### src/rtl/carregador_de_instrucoes.sv
// Byte-stream program loader: packs bytes big-endian into 32-bit words and
// writes them to instruction memory at consecutive word addresses from 0.
module carregador_de_instrucoes #(
    parameter int PALAVRAS = 8,
    parameter int NW       = $clog2(PALAVRAS) + 1
) (
    input  logic          clk,
    input  logic          reset,
    input  logic          start,
    input  logic [NW-1:0] n_palavras,
    input  logic [7:0]    byte_in,
    input  logic          byte_valid,
    output logic          byte_ready,
    output logic          mem_we,
    output logic [31:0]   mem_addr,
    output logic [31:0]   mem_wdata,
    output logic          ocupado,
    output logic          concluido,
    output logic          erro
);

    // state   | meaning
    // OCIOSO  | idle, waiting for start; CPU free
    // RECEBE  | accepting bytes of the current word
    // ESCREVE | one-cycle write of the assembled word

    typedef enum logic [1:0] {
        OCIOSO  = 2'd0,
        RECEBE  = 2'd1,
        ESCREVE = 2'd2
    } estado_t;

    estado_t       state_q, state_d;
    logic [NW-1:0] n_q, n_d;
    logic [NW-1:0] word_idx_q, word_idx_d;
    logic [1:0]    byte_cnt_q, byte_cnt_d;
    logic [31:0]   shreg_q, shreg_d;
    logic [31:0]   addr_q, addr_d;
    logic [31:0]   wdata_q, wdata_d;
    logic          concluido_q, concluido_d;
    logic          erro_q, erro_d;

    logic          n_ilegal;

    assign n_ilegal = (n_palavras == '0) || (n_palavras > NW'(PALAVRAS));

    always_comb begin
        state_d     = state_q;
        n_d         = n_q;
        word_idx_d  = word_idx_q;
        byte_cnt_d  = byte_cnt_q;
        shreg_d     = shreg_q;
        addr_d      = addr_q;
        wdata_d     = wdata_q;
        concluido_d = concluido_q;
        erro_d      = erro_q;

        case (state_q)
            OCIOSO: begin
                if (start) begin
                    concluido_d = 1'b0;
                    if (n_ilegal) begin
                        erro_d = 1'b1;
                    end else begin
                        erro_d     = 1'b0;
                        n_d        = n_palavras;
                        word_idx_d = '0;
                        byte_cnt_d = '0;
                        state_d    = RECEBE;
                    end
                end
            end
            RECEBE: begin
                if (byte_valid) begin
                    shreg_d    = {shreg_q[23:0], byte_in};
                    byte_cnt_d = byte_cnt_q + 2'd1;
                    // Address/data are registered here so they are valid
                    // exactly in the ESCREVE cycle.
                    if (byte_cnt_q == 2'd3) begin
                        addr_d  = {{(30-NW){1'b0}}, word_idx_q, 2'b00};
                        wdata_d = {shreg_q[23:0], byte_in};
                        state_d = ESCREVE;
                    end
                end
            end
            ESCREVE: begin
                if (word_idx_q == n_q - NW'(1)) begin
                    concluido_d = 1'b1;
                    state_d     = OCIOSO;
                end else begin
                    word_idx_d = word_idx_q + NW'(1);
                    state_d    = RECEBE;
                end
            end
            default: state_d = OCIOSO;
        endcase
    end

    always_ff @(posedge clk) begin
        if (reset) begin
            state_q     <= OCIOSO;
            n_q         <= '0;
            word_idx_q  <= '0;
            byte_cnt_q  <= '0;
            shreg_q     <= '0;
            addr_q      <= '0;
            wdata_q     <= '0;
            concluido_q <= 1'b0;
            erro_q      <= 1'b0;
        end else begin
            state_q     <= state_d;
            n_q         <= n_d;
            word_idx_q  <= word_idx_d;
            byte_cnt_q  <= byte_cnt_d;
            shreg_q     <= shreg_d;
            addr_q      <= addr_d;
            wdata_q     <= wdata_d;
            concluido_q <= concluido_d;
            erro_q      <= erro_d;
        end
    end

    assign byte_ready = (state_q == RECEBE);
    assign mem_we     = (state_q == ESCREVE);
    assign ocupado    = (state_q != OCIOSO);
    assign mem_addr   = addr_q;
    assign mem_wdata  = wdata_q;
    assign concluido  = concluido_q;
    assign erro       = erro_q;

endmodule

### config.mk
export PLATFORM = sky130hd
export DESIGN_NAME = carregador_de_instrucoes
export DESIGN_NICKNAME = d
export VERILOG_FILES = /design/src/rtl/carregador_de_instrucoes.sv
export SDC_FILE = /design/constraint.sdc
export NUM_CORES = 1
export LEC_CHECK = 0
export ABC_CLOCK_PERIOD_IN_PS = 3100
export CAP_MARGIN = 20
export CORE_MARGIN = 2
export CORE_UTILIZATION = 25
export CTS_BUF_LIST = sky130_fd_sc_hd__clkbuf_2
export CTS_CLUSTER_DIAMETER = 200
export DETAILED_ROUTE_END_ITERATION = 16
export PLACE_DENSITY = 0.49
export SLEW_MARGIN = 20
export SYNTH_ARGS = -nofsm -noshare
export SYNTH_HDL_FRONTEND = slang
export SYNTH_SLANG_ARGS = --single-unit
### constraint.sdc
create_clock -name clk -period 3.1 [get_ports clk]
set_input_delay 0.465 -clock clk [delete_from_list [all_inputs] [get_ports clk]]
set_output_delay 0.465 -clock clk [all_outputs]
set_load 0.02 [all_outputs]
==> out/results.ini <==
[logic_synthesis]
yosys_warnings=0
avgSynthCellArea_um2=7.959
synth_area_um2=3000
yosysTopAreaCellShare_pct=49.37
ys_ff_latch=74
postSynthCellCount=377
yosysSeqAreaShare_pct=49.37
synth_top_area_cell=dfxtp_1
ys_types=34
synth_area_leaders=dfxtp_1 49%, nand2_1 16%, a21oi_1 11%

[sta]
fin_crit_ps=2554
maxSlewHeadroom_pct=41.01
maxSlewViolCount=0
tns_ps=0
setup_violations=0
clock.fmax_ghz=0.3915
grt_setup_unrepaired=false
hold_viol=0
skew_ps=16.79
worst_pin_slew_ps=882.7
timing.final.crit_share_pct=82.40
setup_ws_ps=545.7

[clock_tree]
cts.path.max_buffers=2
clkSlewWorstSetupHoldPaths_ps=200
h-tree-depth=3
cts_root_buffer=clkbuf_2
worstSkewPairLatency_ps=490
cts-hold-fix-buffers=0
post_cts.repair.setup_buffers=0
cts_tree=done
cts_resized=0
cts_sinks=74
cts_buffers=9

[floorplan]
die-height_um=113.6
start_util_pct=25.30
io_pins=85
dieWidth_um=113.6
core_um2=11860
die_area_um2=12890
rows=40

[layout]
areaGrowthSynthToFinish_pct=23.52
nNetsFinal=445
multiInputGateArea_um2=1303
fillCellCount=1303
final_cell_mix=131 x nand2_1, 74 x dfxtp_1, 67 x a21oi_1
fin_area_um2=3706
seqCellArea_um2=1481
drive_gt1_share_pct=5.800
layout_commonest_cell=nand2_1
final_cells=579

[critical_path]
path_class=reg2out
reg2reg_to=mem_wdata[24]
crit_required_ps=2630
r2r_cells=5
cpPeakStageDelay_ps=710
crit_family=buffers and inverters
crit_buf_inv=1
cp-start-kind=register
rrSetupSlack_ps=1140
crit_arrival_ps=2090
reg2reg_from=state_q[0]
end_kind=output port
path_depth=2
path_cells=nor2b_1, clkdlybuf4s50_1
worstPathMaxFanout=8
cp_slowest_cell=clkdlybuf4s50_1

[placement]
place_congestion=0.7908
place_inst=562
dp_slack_ps=774.1
dpl_cell_area_um2=3596
numPortBuffers=56
dp_hpwl_um=4735

[min_path]
whs_path_depth=2
hold_path_end=n_q[2]
hp-class=in2reg
holdCritStartpoint=reset

[route]
finalWirelength_um=6942
drt-initial-drc-count=104
drtPass1Iterations=4
ant_nets=0
detail_route.wl_per_cell_um=11.99
vias_per_cell=4.257
vias=2465
drc_errors=0

[global_route]
overflow=0
grt_pass1_vias=2357
antenna_found_initial=1
grt_max_degree=51
grtUsageTotal_pct=11.08
grt_first_pass_wirelength_um=11290

[pwr]
ir_worst_vdd_mv=0.1725
leakage_nw=1.282
total_power_mw=1.626
powerDensity_nw_per_um2=438.7

[status]
status=completed

[run]
max-cap-violations=0

[sequential cells by signal, summed over array words and instances, names as in the netlist]
register and count:
byte_cnt_q 2, n_q 4, mem_wdata 32, concluido 1
mem_addr 4, shreg_q 24, word_idx_q 4, state_q 2
erro 1
[power breakdown]
part           total [mW]  switching [mW]  internal (mW)
Combinational       0.135          0.0903         0.0449
Sequential          0.971         0.00825          0.963
Clock               0.520           0.335          0.184
Total                1.63           0.434           1.19
[Yosys cell counts]
| cell type | count |
|---|---|
| a21o_1 | 1 |
| nand4b_1 | 1 |
| nor2b_1 | 2 |
| o211ai_1 | 2 |
| xnor2_1 | 1 |
| inv_1 | 4 |
| clkbuf_1 | 18 |
| and2_1 | 1 |
| nand3_1 | 9 |
| nand2b_1 | 1 |
| nor3b_1 | 2 |
| and3_1 | 1 |
| nand2_1 | 131 |
| or4_1 | 1 |
| a31oi_1 | 3 |
| o31ai_1 | 2 |
| nor3_1 | 3 |
| nand3b_1 | 1 |
| conb_1 | 1 |
| xnor2_4 | 1 |
| o21ai_0 | 1 |
| xnor3_1 | 1 |
| ha_1 | 3 |
| nand4bb_1 | 1 |
| nor2_1 | 5 |
| buf_2 | 5 |
| xor2_1 | 2 |
| o21ai_1 | 1 |
| dfxtp_1 | 74 |
| mux2i_1 | 1 |
| nand3_2 | 1 |
| a21oi_1 | 67 |
| or4b_1 | 1 |
| buf_4 | 28 |
[through the flow]
step	utilization [%]	hold WS, ps
floorplan	-	432.1
global route	31.24	355.8
detailed placement	30.32	447.5
global placement	30.32	445.2
finish	31.24	391.2
CTS	31.22	356.3
[area by class of cell]
| cell class | instances | area share [%] |
|---|---|---|
| clock buffer | 10 | 1.350 |
| tap | 147 | 4.963 |
| inverter | 4 | 0.4051 |
| sequential | 74 | 39.97 |
| timing repair buffer | 62 | 16.54 |
| multi-input combinational | 275 | 35.15 |
| clock inverter | 6 | 1.553 |
| antenna | 1 | 0.06752 |
[per-layer routing]
metal / wire length, µm / GRT usage (%)
met1: 3482 / 14.66
met2: 3033 / 17.01
met4: 125 / 5.366
met3: 301 / 2.657
met5: 0 / 0
[worst max path at each step]
stage | from | to | slack (ps)
floorplan | start | word_idx_q[3] | 1370
global placement | start | word_idx_q[3] | 780
detailed placement | start | word_idx_q[3] | 770
CTS | state_q[1] | mem_we | 500
global route | state_q[1] | mem_we | 440
finish | state_q[1] | mem_we | 550
[cell families (layout without fill, tap and decap cells)]
kind of cell	count (synthesis)	in the layout	share of synthesized area, %
buffers and inverters	55	82	10.59
muxes	1	1	0.3336
other	1	29	0.1250
xor gates and xnor gates	5	5	2.544
DFF	74	74	49.37
and+or+nand+nor	161	161	22.39
AOI/OAI and AO/OA	77	77	13.39
adders and majority gates	3	3	1.251
Power figures use the tool's default switching activity.
